**src/rtl/addsub_pkg.sv**
```systemverilog
// Shared definitions for the hybrid_cla self-test controller.
//   - bist_state_e : controller FSM states
//   - vec_t        : one test vector {a, b, c0}
//   - addsub_golden: reference model returning {carry, v, s}
//   - AS_W         : operand width; it must equal the hybrid_cla width
package addsub_pkg;

  localparam int          AS_W         = 15;
  localparam int          NUM_DIRECTED = 8;
  // Fibonacci taps 16,14,13,11 -> register bits 15,13,12,10
  localparam logic [15:0] LFSR_TAPS    = 16'hB400;

  typedef enum logic [2:0] {
    IDLE,
    DRIVE,
    SETTLE,
    CHECK,
    DONE
  } bist_state_e;

  typedef struct packed {
    logic [AS_W-1:0] a;
    logic [AS_W-1:0] b;
    logic            c0;
  } vec_t;

  // Reference add/subtract.
  // Carry is the raw carry-out, so a subtract with no borrow gives carry=1.
  function automatic logic [AS_W+1:0] addsub_golden(input logic [AS_W-1:0] a,
                                                    input logic [AS_W-1:0] b,
                                                    input logic            c0);
    logic [AS_W-1:0] bx;
    logic [AS_W:0]   sum;
    logic            v;
    bx  = c0 ? ~b : b;
    sum = {1'b0, a} + {1'b0, bx} + {{AS_W{1'b0}}, c0};
    v   = (a[AS_W-1] == bx[AS_W-1]) & (sum[AS_W-1] != a[AS_W-1]);
    return {sum[AS_W], v, sum[AS_W-1:0]};
  endfunction

endpackage

```
**src/rtl/addsub_bist_ctrl_if.sv**
```systemverilog
// Bus between the self-test controller and hybrid_cla.
//   master (controller): drives dut_a, dut_b and dut_c0; samples dut_s, dut_carry and dut_v.
//   slave  (adder)     : the reverse direction.
interface addsub_bist_ctrl_if #(
  parameter int WIDTH = 15
);
  logic [WIDTH-1:0] dut_a;
  logic [WIDTH-1:0] dut_b;
  logic             dut_c0;
  logic [WIDTH-1:0] dut_s;
  logic             dut_carry;
  logic             dut_v;

  modport master (output dut_a, dut_b, dut_c0, input dut_s, dut_carry, dut_v);
  modport slave  (input dut_a, dut_b, dut_c0, output dut_s, dut_carry, dut_v);
endinterface

```
**src/rtl/addsub_vector_rom.sv**
```systemverilog
// Directed-vector table for the self-test controller.
//   idx_i : vector index 0..7
//   vec_o : {a, b, c0}; entries 0-3 add and entries 4-7 subtract
// The vectors cover a plain add, positive overflow, carry-out with and
// without overflow, and borrow and overflow on subtract.
module addsub_vector_rom
  import addsub_pkg::*;
(
  input  logic [2:0] idx_i,
  output vec_t       vec_o
);

  always_comb begin
    vec_o = '0;
    unique case (idx_i)
      3'd0: vec_o = '{a: 15'h002F, b: 15'h001F, c0: 1'b0};
      3'd1: vec_o = '{a: 15'h3FFF, b: 15'h0001, c0: 1'b0};
      3'd2: vec_o = '{a: 15'h6000, b: 15'h6000, c0: 1'b0};
      3'd3: vec_o = '{a: 15'h4000, b: 15'h4000, c0: 1'b0};
      3'd4: vec_o = '{a: 15'h0007, b: 15'h0801, c0: 1'b1};
      3'd5: vec_o = '{a: 15'h3FD1, b: 15'h4003, c0: 1'b1};
      3'd6: vec_o = '{a: 15'h002F, b: 15'h001F, c0: 1'b1};
      3'd7: vec_o = '{a: 15'h5FD1, b: 15'h201F, c0: 1'b1};
      default: vec_o = '0;
    endcase
  end

endmodule

```
**src/rtl/addsub_bist_ctrl.sv**
```systemverilog
// On-chip self-test controller for the hybrid_cla adder/subtractor.
// It applies NUM_VECTORS vectors. Vectors 0-7 are directed; the rest are
// pseudo-random from a 16-bit LFSR. Each result is checked against a golden
// model, and the block reports pass/fail, a saturating error count and the
// first failing vector.
//   clk, rst     : clock and synchronous active-high reset
//   start_i      : one-cycle pulse; starts a run from IDLE or DONE
//   bus          : operands out, and sum/carry/overflow in (master modport)
//   busy_o       : high while a run is in progress
//   done_o       : high in DONE
//   pass_o       : valid with done_o; set when no mismatch was seen
//   err_count_o  : saturating mismatch count
//   fail_idx_o   : index of the first failing vector
//   fail_exp_o   : expected {carry, v, s} at the first failure
//   fail_got_o   : observed {carry, v, s} at the first failure
module addsub_bist_ctrl
  import addsub_pkg::*;
#(
  parameter int          WIDTH         = AS_W,
  parameter int          NUM_VECTORS   = 64,
  parameter int          SETTLE_CYCLES = 2,
  parameter logic [15:0] LFSR_SEED     = 16'hACE1,
  parameter int          ERR_W         = 8
) (
  input  logic                  clk,
  input  logic                  rst,
  input  logic                  start_i,
  addsub_bist_ctrl_if.master    bus,
  output logic                  busy_o,
  output logic                  done_o,
  output logic                  pass_o,
  output logic [ERR_W-1:0]      err_count_o,
  output logic [15:0]           fail_idx_o,
  output logic [WIDTH+1:0]      fail_exp_o,
  output logic [WIDTH+1:0]      fail_got_o
);

  localparam int SET_W = (SETTLE_CYCLES < 2) ? 1 : $clog2(SETTLE_CYCLES);

  bist_state_e        state_q, state_d;
  logic [15:0]        idx_q, idx_d;
  logic [SET_W-1:0]   settle_q, settle_d;
  logic [15:0]        lfsr_q, lfsr_d;
  logic [WIDTH-1:0]   a_q, a_d, b_q, b_d;
  logic               c0_q, c0_d;
  logic [ERR_W-1:0]   err_q, err_d;
  logic [15:0]        fidx_q, fidx_d;
  logic [WIDTH+1:0]   fexp_q, fexp_d, fgot_q, fgot_d;
  logic               pass_q, pass_d;

  vec_t               rom_vec;
  logic [WIDTH+1:0]   gold, got;
  logic               mismatch;

  addsub_vector_rom u_rom (
    .idx_i (idx_q[2:0]),
    .vec_o (rom_vec)
  );

  // The golden model uses the registered operands, so it is stable for the
  // whole settle/check window.
  assign gold     = addsub_golden(a_q, b_q, c0_q);
  assign got      = {bus.dut_carry, bus.dut_v, bus.dut_s};
  assign mismatch = (got != gold);

  always_comb begin
    state_d  = state_q;
    idx_d    = idx_q;
    settle_d = settle_q;
    lfsr_d   = lfsr_q;
    a_d      = a_q;
    b_d      = b_q;
    c0_d     = c0_q;
    err_d    = err_q;
    fidx_d   = fidx_q;
    fexp_d   = fexp_q;
    fgot_d   = fgot_q;
    pass_d   = pass_q;

    unique case (state_q)
      IDLE, DONE: begin
        // A start from DONE is a rerun. Clear all run results so that
        // nothing from the previous run is carried over.
        if (start_i) begin
          state_d = DRIVE;
          idx_d   = '0;
          lfsr_d  = LFSR_SEED;
          err_d   = '0;
          fidx_d  = '0;
          fexp_d  = '0;
          fgot_d  = '0;
          pass_d  = 1'b0;
        end
      end
      DRIVE: begin
        if (idx_q < 16'(NUM_DIRECTED)) begin
          a_d  = rom_vec.a;
          b_d  = rom_vec.b;
          c0_d = rom_vec.c0;
        end else begin
          // The operands come from the current LFSR value. The register
          // steps once for each random vector.
          a_d    = lfsr_q[14:0];
          b_d    = {lfsr_q[7:0], lfsr_q[15:9]};
          c0_d   = lfsr_q[15];
          lfsr_d = {lfsr_q[14:0], ^(lfsr_q & LFSR_TAPS)};
        end
        settle_d = '0;
        state_d  = SETTLE;
      end
      SETTLE: begin
        settle_d = settle_q + SET_W'(1);
        if (settle_q == SET_W'(SETTLE_CYCLES - 1)) state_d = CHECK;
      end
      CHECK: begin
        if (mismatch) begin
          if (err_q != '1) err_d = err_q + ERR_W'(1);
          // The count saturates and never returns to zero within a run, so a
          // zero count means that this is the first failure.
          if (err_q == '0) begin
            fidx_d = idx_q;
            fexp_d = gold;
            fgot_d = got;
          end
        end
        if (idx_q == 16'(NUM_VECTORS - 1)) begin
          state_d = DONE;
          pass_d  = (err_d == '0);
        end else begin
          idx_d   = idx_q + 16'd1;
          state_d = DRIVE;
        end
      end
      default: state_d = IDLE;
    endcase
  end

  always_ff @(posedge clk) begin
    if (rst) begin
      state_q  <= IDLE;
      idx_q    <= '0;
      settle_q <= '0;
      lfsr_q   <= LFSR_SEED;
      a_q      <= '0;
      b_q      <= '0;
      c0_q     <= 1'b0;
      err_q    <= '0;
      fidx_q   <= '0;
      fexp_q   <= '0;
      fgot_q   <= '0;
      pass_q   <= 1'b0;
    end else begin
      state_q  <= state_d;
      idx_q    <= idx_d;
      settle_q <= settle_d;
      lfsr_q   <= lfsr_d;
      a_q      <= a_d;
      b_q      <= b_d;
      c0_q     <= c0_d;
      err_q    <= err_d;
      fidx_q   <= fidx_d;
      fexp_q   <= fexp_d;
      fgot_q   <= fgot_d;
      pass_q   <= pass_d;
    end
  end

  assign bus.dut_a   = a_q;
  assign bus.dut_b   = b_q;
  assign bus.dut_c0  = c0_q;
  assign busy_o      = (state_q == DRIVE) || (state_q == SETTLE) || (state_q == CHECK);
  assign done_o      = (state_q == DONE);
  assign pass_o      = pass_q;
  assign err_count_o = err_q;
  assign fail_idx_o  = fidx_q;
  assign fail_exp_o  = fexp_q;
  assign fail_got_o  = fgot_q;

endmodule

```
**src/flat_wrapper.sv**
```systemverilog
// flat-port wrapper written by rule: the top's interface ports become plain ports
module addsub_bist_ctrl_flat import addsub_pkg::*;
#(
  parameter int          WIDTH         = AS_W,
  parameter int          NUM_VECTORS   = 64,
  parameter int          SETTLE_CYCLES = 2,
  parameter logic [15:0] LFSR_SEED     = 16'hACE1,
  parameter int          ERR_W         = 8
)
  (clk, rst, start_i, busy_o, done_o, pass_o, err_count_o, fail_idx_o, fail_exp_o, fail_got_o, bus_dut_a, bus_dut_b, bus_dut_c0, bus_dut_s, bus_dut_carry, bus_dut_v);
  addsub_bist_ctrl_if #(.WIDTH(WIDTH)) bus_i ();
  input  logic clk;
  input  logic rst;
  input  logic start_i;
  output logic busy_o;
  output logic done_o;
  output logic pass_o;
  output logic [ERR_W-1:0] err_count_o;
  output logic [15:0] fail_idx_o;
  output logic [WIDTH+1:0] fail_exp_o;
  output logic [WIDTH+1:0] fail_got_o;
  output wire logic [$bits(bus_i.dut_a)-1:0] bus_dut_a;
  output wire logic [$bits(bus_i.dut_b)-1:0] bus_dut_b;
  output wire logic [$bits(bus_i.dut_c0)-1:0] bus_dut_c0;
  input wire logic [$bits(bus_i.dut_s)-1:0] bus_dut_s;
  input wire logic [$bits(bus_i.dut_carry)-1:0] bus_dut_carry;
  input wire logic [$bits(bus_i.dut_v)-1:0] bus_dut_v;
  assign bus_dut_a = bus_i.dut_a;
  assign bus_dut_b = bus_i.dut_b;
  assign bus_dut_c0 = bus_i.dut_c0;
  assign bus_i.dut_s = bus_dut_s;
  assign bus_i.dut_carry = bus_dut_carry;
  assign bus_i.dut_v = bus_dut_v;
  addsub_bist_ctrl #(.WIDTH(WIDTH), .NUM_VECTORS(NUM_VECTORS), .SETTLE_CYCLES(SETTLE_CYCLES), .LFSR_SEED(LFSR_SEED), .ERR_W(ERR_W)) u_core (.clk(clk), .rst(rst), .start_i(start_i), .bus(bus_i), .busy_o(busy_o), .done_o(done_o), .pass_o(pass_o), .err_count_o(err_count_o), .fail_idx_o(fail_idx_o), .fail_exp_o(fail_exp_o), .fail_got_o(fail_got_o));
endmodule
```
**config.mk**
```make
export PLATFORM = sky130hd
export DESIGN_NAME = addsub_bist_ctrl_flat
export DESIGN_NICKNAME = d
export VERILOG_FILES = /design/src/rtl/addsub_pkg.sv /design/src/rtl/addsub_bist_ctrl_if.sv /design/src/rtl/addsub_vector_rom.sv /design/src/rtl/addsub_bist_ctrl.sv /design/src/flat_wrapper.sv
export SDC_FILE = /design/constraint.sdc
export NUM_CORES = 1
export LEC_CHECK = 0
export ABC_AREA = 1
export BUFFER_PORTS_ARGS = -buffer_cell sky130_fd_sc_hd__buf_2
export CAP_MARGIN = 0
export CORE_MARGIN = 8
export CORE_UTILIZATION = 35
export DETAILED_ROUTE_END_ITERATION = 16
export RECOVER_POWER = 100
export SYNTH_ARGS = -nofsm -noshare
export SYNTH_HDL_FRONTEND = slang
export SYNTH_SLANG_ARGS = --single-unit
export TNS_END_PERCENT = 1
```
**constraint.sdc**
```tcl
create_clock -name clk -period 4.4 [get_ports clk]
set_clock_uncertainty 0.2 [all_clocks]
set_input_delay 0.66 -clock clk [delete_from_list [all_inputs] [get_ports clk]]
set_output_delay 0.66 -clock clk [all_outputs]
set_load 0.005 [all_outputs]
```
Word level (Yosys, flattened, before mapping)

Memory sizes are Yosys's and may differ from the RTL's. A register that Yosys moved wholly into a read port is not among the register bits.
Index checks and enable logic that the tools add are counted.

Memories kept: 1
Flip-flop bits (word level): 126
ROM bits: 192
Word-level logic and storage cells: 88
Input port bits: 20
Output and inout port bits: 92

Memory list:

| name            | depth | bits a word | rd ports | clocked after Yosys merged registers in | wr ports | line                    | RTL |
|---|---|---|---|---|---|---|---|
| (no name shown) | 8     | 24          | 1        | 1                                       | 0        | addsub_vector_rom.sv:15 | `unique case (idx_i)` |

Add/subtract/negate cells: 5
Magnitude comparators: 1
Mux-type cells: 35
Reductions and logical operators: 16
Eq/ne operators: 16
Bitwise logic cells: 2

Operators with widths:

| kind                  | count |
|---|---|
| $mux 16               | 6 |
| $pmux 16 s2           | 3 |
| $mux 17               | 5 |
| $pmux 17 s2           | 2 |
| $mux 15               | 3 |
| $mux 8                | 4 |
| $ne 17x17->1          | 1 |
| $add 15x15->16        | 1 |
| $add 16x1->16         | 1 |
| $add 16x1->16 const B | 1 |
| $eq 16x6->1 const B   | 1 |
| $logic_not 8->1       | 2 |
| $lt 16x4->1 const B   | 1 |
| $pmux 8 s2            | 1 |
| $reduce_xor 16->1     | 1 |
| $mux 3                | 5 |
| $not 15->15           | 1 |
| $pmux 3 s4            | 1 |
| $reduce_and 3->1      | 3 |
| $add 8x1->8 const B   | 1 |
| $ne 2x1->1 const B    | 4 |
| $ne 8x8->1 const B    | 1 |
| $eq 3x2->1 const B    | 2 |
| $ne 2x2->1 const B    | 3 |
| 14 further kinds      | 21 |

Logic depth before layout (Yosys ltp)

Depth in word-level cells: 12
Mapped depth: 25
Gate-level depth less buffers: 23

By module

From an unflattened synthesis, not the netlist that was laid out.

Cells, all modules: 1103
Area, all modules: 7318.3 µm²

Modules (own cells, without submodules):

| module            | sequential area each (µm²) | cells an instance | instances | area each (µm²) |
|---|---|---|---|---|
| addsub_bist_ctrl  | 2522.4                     | 1048              | 1         | 6965.4 |
| addsub_vector_rom | 0.0                        | 55                | 1         | 352.8 |

Worst setup path after synthesis

Ideal clock, no wire load.

Path kind: register to register
Start: reg u_core.c0_q, in the netlist u_core.bus.dut_c0
End: reg u_core.fgot_q[10], in the netlist u_core.fail_got_o[10]
Stages on the path, launching flop included: 24
Setup slack: 0.884 ns
Data required time: 4.072 ns
Path buffers: 5
Arrival: 3.188 ns
Period minus slack after synthesis: 3.516 ns
Library setup time: 0.128 ns
Cells stage by stage: dfxtp_1 -> buf_4 -> buf_1 -> xor2_1 -> ha_1 -> buf_2 -> nand2_1 -> inv_1 -> nand2_1 -> nand2_1 -> a21oi_2 -> nand2_1 -> nand2_1 -> nand3_1 -> nand2_1 -> nand3_1 -> nor2_2 -> nand4_4 -> inv_2 -> nor3_4 -> buf_6 -> buf_6 -> a22oi_1 -> nor2_1

Word-level cells in the longest chain between the ends: 8
Elaborated cells on any way between the ends: 9
Classes of those cells: add/sub: 2; eq/ne: 4; mux: 1; bitwise: 1; reduce/logical: 1

Ends and longest elaborated chain:

| what                         | line                    | RTL |
|---|---|---|
| start: declaration           | addsub_bist_ctrl.sv:45  | `logic c0_q, c0_d;` |
| start signal: assignment     | addsub_bist_ctrl.sv:146 | `c0_q <= 1'b0;` |
| start signal: assignment     | addsub_bist_ctrl.sv:159 | `c0_q <= c0_d;` |
| $mux 15                      | addsub_pkg.sv:35        | `bx = c0 ? ~b : b;` |
| $add 15x15->16               | addsub_pkg.sv:36        | `sum = {1'b0, a} + {1'b0, bx} + {{AS_W{1'b0}}, c0};` |
| $add 16x1->16                | addsub_pkg.sv:36        |  |
| $ne 1x1->1                   | addsub_pkg.sv:37        | `v = (a[AS_W-1] == bx[AS_W-1]) & (sum[AS_W-1] != a[AS_W-1]);` |
| $and 1x1->1                  | addsub_pkg.sv:37        |  |
| $ne 17x17->1 *               | addsub_bist_ctrl.sv:64  | `assign mismatch = (got != gold);` |
| $ne 2x1->1 (no line) *       | --                      |  |
| $reduce_and 4->1 (no line) * | --                      |  |
| end signal: assignment       | addsub_bist_ctrl.sv:163 | `fgot_q <= fgot_d;` |
| end: declaration             | addsub_bist_ctrl.sv:48  | `logic [WIDTH+1:0] fexp_q, fexp_d, fgot_q, fgot_d;` |

Every way passes the cells marked *; elsewhere a longest branch is shown, timed or not.
A chain may end at the register's enable or synchronous reset.

Final worst setup path

Start: reg u_core.state_q[0]
End: reg u_core.lfsr_q[10]

Word-level cells in the longest chain between the ends: 4
Elaborated cells on any way between the ends: 9
Classes of those cells: eq/ne: 4; mux: 1; reduce/logical: 4

Ends and longest elaborated chain:

| what                                                      | line                    | RTL |
|---|---|---|
| start: declaration                                        | addsub_bist_ctrl.sv:40  | `bist_state_e state_q, state_d;` |
| start signal: assignment                                  | addsub_bist_ctrl.sv:153 | `state_q <= state_d;` |
| $eq 3x3->1 or $logic_not 3->1 (tied branches)             | addsub_bist_ctrl.sv:80  | `unique case (state_q)` |
| $reduce_or 2->1                                           | addsub_bist_ctrl.sv:80  |  |
| $ne 2x2->1 (no line) or $reduce_bool 2->1 (tied branches) | --                      |  |
| $reduce_and 3->1 (no line)                                | --                      |  |
| end signal: assignment                                    | addsub_bist_ctrl.sv:156 | `lfsr_q <= lfsr_d;` |
| end: declaration                                          | addsub_bist_ctrl.sv:43  | `logic [15:0] lfsr_q, lfsr_d;` |

Several ways; a longest one is shown, not always the timed one.

==> impl_metrics.csv <==
group,metric,value,unit
run_status,status,"complete, no violations",
sta,layout_min_cycle_time,3.859,ns
sta,setup_ws,0.5410,ns
floorplanning,ioPinCount,112,
power_and_ir_drop,powerDensity,497.4,nW/µm²
global_route,grtUsageMet2,0.2826,
global_route,busiest_layer,"met2",
synth,ys.flop_type,"dfxtp_1",
sta,worst_slew_pin_slew,1.402,ns
global_route,gr-usage-met3,0.04395,
power_and_ir_drop,switchingPower,1.430,mW
sta,rsz0062_at_grt,"no",
global_route,grt_pass1_wl,34560,µm
global_route,grt.total_usage,0.1688,
floorplanning,fp.coreArea,20170,µm²
critical_path,required,4.50,ns
clock_network,cts_tree,"done",
power_and_ir_drop,clockPowerShare,0.368,
floorplanning,fp-row-count,52,
critical_path,crit_fanout,32,
clock_network,clockBufferDepth,2,
clock_network,h-tree-depth,4,
detailed_routing,vias,6863,
final_layout,num-fill-cells,2140,
power_and_ir_drop,p_leak,3.898,nW
clock_network,worstSkewPairLatency,0.42,ns
power_and_ir_drop,p_comb_frac,0.283,
sta,tns,0,ns
clock_network,cts-resized-gates,0,
clock_network,cts_root_buf,"clkbuf_16",
floorplanning,die_w,159.3,µm
final_layout,mostFrequentLayoutCells,"nand2_1, dfxtp_1, inv_1",
synth,syn_inst,1017,
synth,synthArstFlopShare,0,
global_route,grt_pass1_vias,6506,
synth,synth_seq_area_share,0.3843,
sta,finalHoldViolations,0,
power_and_ir_drop,irDropWorstVdd,0.3049,mV
clock_network,cts-hold-fix-buffers,0,
critical_path,rrSetupSlack,0.54,ns
power_and_ir_drop,sw_frac_of_total,0.3377,
detailed_routing,vias_per_cell,4.885,
hold_path,worst_hold_path_type,"reg2reg",
critical_path,arrival,3.96,ns
global_route,grt_overflow,0,
placement,post-place-ws,0.3508,ns
detailed_routing,drc,0,
global_route,antenna_found_initial,0,
final_layout,fin_area,8516,µm²
placement,placed_area,7980,µm²
power_and_ir_drop,intPower,2.805,mW
clock_network,cts_sinks,138,
sta,setup_viol,0,
floorplanning,die_height,159.3,µm
sta,maxSlewHeadroom,0.06553,
synth,synth_area,7188,µm²
floorplanning,start_util,0.3564,
sta,period_share,0.8770,
final_layout,layout.cells.most_common,"nand2_1",
hold_path,min-delay-start,"u_core.lfsr_q[7]$_SDFFE_PP1P_",
critical_path,timing.rr.start,"u_core.state_q[0]$_SDFFE_PP0P_",
detailed_routing,drt_iter0_drc,430,
sta,slew_violations,0,
synth,synth_edf_count,0,
detailed_routing,firstDrtPassIters,7,
synth,synth_fp_nets,1062,
detailed_routing,wl,21500,µm
clock_network,clk_pin_slew,0.06,ns
global_route,met1_usage,0.2058,
placement,io_buffers,111,
floorplanning,die_area,25380,µm²
placement,dp_hpwl,16530,µm
hold_path,min_path_cells,2,
final_layout,n_antenna_cell,0,
placement,place_congestion,0.9186,
clock_network,cts_inserted_buffers,17,
critical_path,rr_endpoint,"u_core.lfsr_q[10]$_SDFFE_PP1P_",
sta,max_freq,259.1,MHz
synth,ys_types,46,
final_layout,drive_above_1_share,0.08106,
critical_path,crit_path_end_kind,"register",
synth,synth_seq_cells,138,
detailed_routing,ant_nets,0,
final_layout,synthToLayoutAreaGrowth,18.47,%
flow_run,max_cap_viol_count,0,
critical_path,path_class,"reg2reg",
global_route,grt_max_degree,47,
critical_path,crit_path_start_kind,"register",
final_layout,nets,1167,
sta,hold_ws,0.2588,ns
hold_path,min_to,"u_core.lfsr_q[7]$_SDFFE_PP1P_",
synth,yosys_warnings,0,
power_and_ir_drop,p_seq_frac,0.349,
synth,syn_avg_cell_area,7.068,µm²
critical_path,r2r_cells,11,
detailed_routing,wl_per_cell,15.30,µm
-- final cells by class --
class                           count  area, µm²  share of cell area
Multi-Input combinational cell    707       3731              0.4381
Clock buffer                       25      475.5             0.05583
Sequential cell                   138       2763              0.3244
Tap cell                          270      337.8             0.03967
Inverter                          136      510.5             0.05995
Clock inverter                      7      162.7             0.01910
Timing Repair Buffer              122      535.5             0.06289
-- cells by family after synthesis --
group,Yosys count,share of synthesized area
adders and majority gates,25,0.04456
xor gates and xnor gates,29,0.04108
and+or+nand+nor,484,0.2916
DFF,138,0.3843
buffers and inverters,172,0.09591
AOI/OAI and AO/OA,169,0.1426
-- state kept, by name, summed over array words and instances, names as in the netlist --
register / flops
u_core.bus.dut_c0: 1
u_core.fail_got_o: 17
u_core.settle_q: 1
u_core.fail_idx_o: 16
u_core.lfsr_q: 16
u_core.pass_o: 1
u_core.bus.dut_b: 15
u_core.state_q: 3
u_core.fail_exp_o: 17
u_core.u_rom.vec_o: 12
u_core.bus.dut_a: 15
u_core.err_count_o: 8
u_core.idx_q: 16
-- critical path, cell delays in order (launching register included) --
cell and delay, ns:
dfxtp_1 0.37, inv_1 0.07, nor2_1 0.08, inv_1 0.05, nor2_2 0.06, clkbuf_1 1.02
inv_1 0.08, clkbuf_1 0.59, nor2_1 0.74, inv_1 0.19, o22ai_1 0.20, nand2_1 0.07
-- worst max-delay path by stage --
stage	startpoint	end	slack [ns]	cells past startpoint
2_1_floorplan	u_core.bus.dut_c0$_SDFFE_PP0N_	u_core.fail_got_o[10]$_SDFFE_PP0P_	0.88	23
3_3_place_gp	u_core.bus.dut_c0$_SDFFE_PP0N_	u_core.fail_got_o[15]$_SDFFE_PP0P_	0.48	18
3_5_place_dp	u_core.bus.dut_c0$_SDFFE_PP0N_	u_core.fail_exp_o[3]$_SDFFE_PP0P_	0.35	18
4_1_cts	u_core.bus.dut_c0$_SDFFE_PP0N_	u_core.fail_exp_o[11]$_SDFFE_PP0P_	0.33	18
5_1_grt	u_core.bus.dut_c0$_SDFFE_PP0N_	u_core.fail_idx_o[13]$_SDFFE_PP0P_	0.14	22
6_report	u_core.state_q[0]$_SDFFE_PP0P_	u_core.lfsr_q[10]$_SDFFE_PP1P_	0.54	11
-- routing by layer --
metal	part of all wire	wire length, µm
met5	0	0
met1	0.45	9733
met4	0.021	452
met3	0.046	980
met2	0.48	10330
-- cell usage after synthesis (2+ instances only) --
cell      count  share of area
nand2_1     235           0.12
dfxtp_1     138           0.38
inv_1       132          0.069
nor2_1      114          0.060
nand3_1      76          0.053
a21oi_1      52          0.036
a22oi_1      47          0.049
o21ai_0      40          0.028
ha_1         24          0.042
xor2_1       23          0.028
clkbuf_1     21          0.011
nand4_1      19          0.017
nor3_1       10         0.0070
a31oi_1       9         0.0078
nand2_2       7         0.0061
buf_4         6         0.0063
nand3b_1      6         0.0063
o211ai_1      6         0.0063
buf_2         5         0.0035
o22ai_1       4         0.0035
nor4_1        3         0.0026
o21a_1        3         0.0031
xnor2_1       3         0.0037
xnor3_1       3         0.0094
a21oi_2       2         0.0024
buf_1         2         0.0010
buf_6         2         0.0031
clkinv_1      2         0.0010
inv_2         2         0.0010
nand3_2       2         0.0028
nor2_2        2         0.0017
nor3_2        2         0.0028
or2_2         2         0.0017
-- power by group through the flow --
stage          clock [mW]  combinational [mW]  sequential (mW)
5_1_grt              1.64                1.35             1.49
3_5_place_dp            0                1.22             1.50
4_1_cts              1.58                1.22             1.48
2_1_floorplan           0               0.866             1.47
3_3_place_gp            0                1.21             1.51
6_report             1.56                1.20             1.48
-- through the flow --
step	util	instances	total power, mW
floorplan	-	1017	2.336
global placement	0.3957	1372	2.718
detailed placement	0.3957	1372	2.723
CTS	0.4273	1404	4.284
global route	0.4222	1405	4.480
finish	0.4222	1405	4.236
-- repair_timing --
item,4_1_cts,5_1_grt
setup endpoints to repair,0,12
setup buffers,0,1
hold endpoints to repair,0,0
Power figures use the tool's default switching activity.
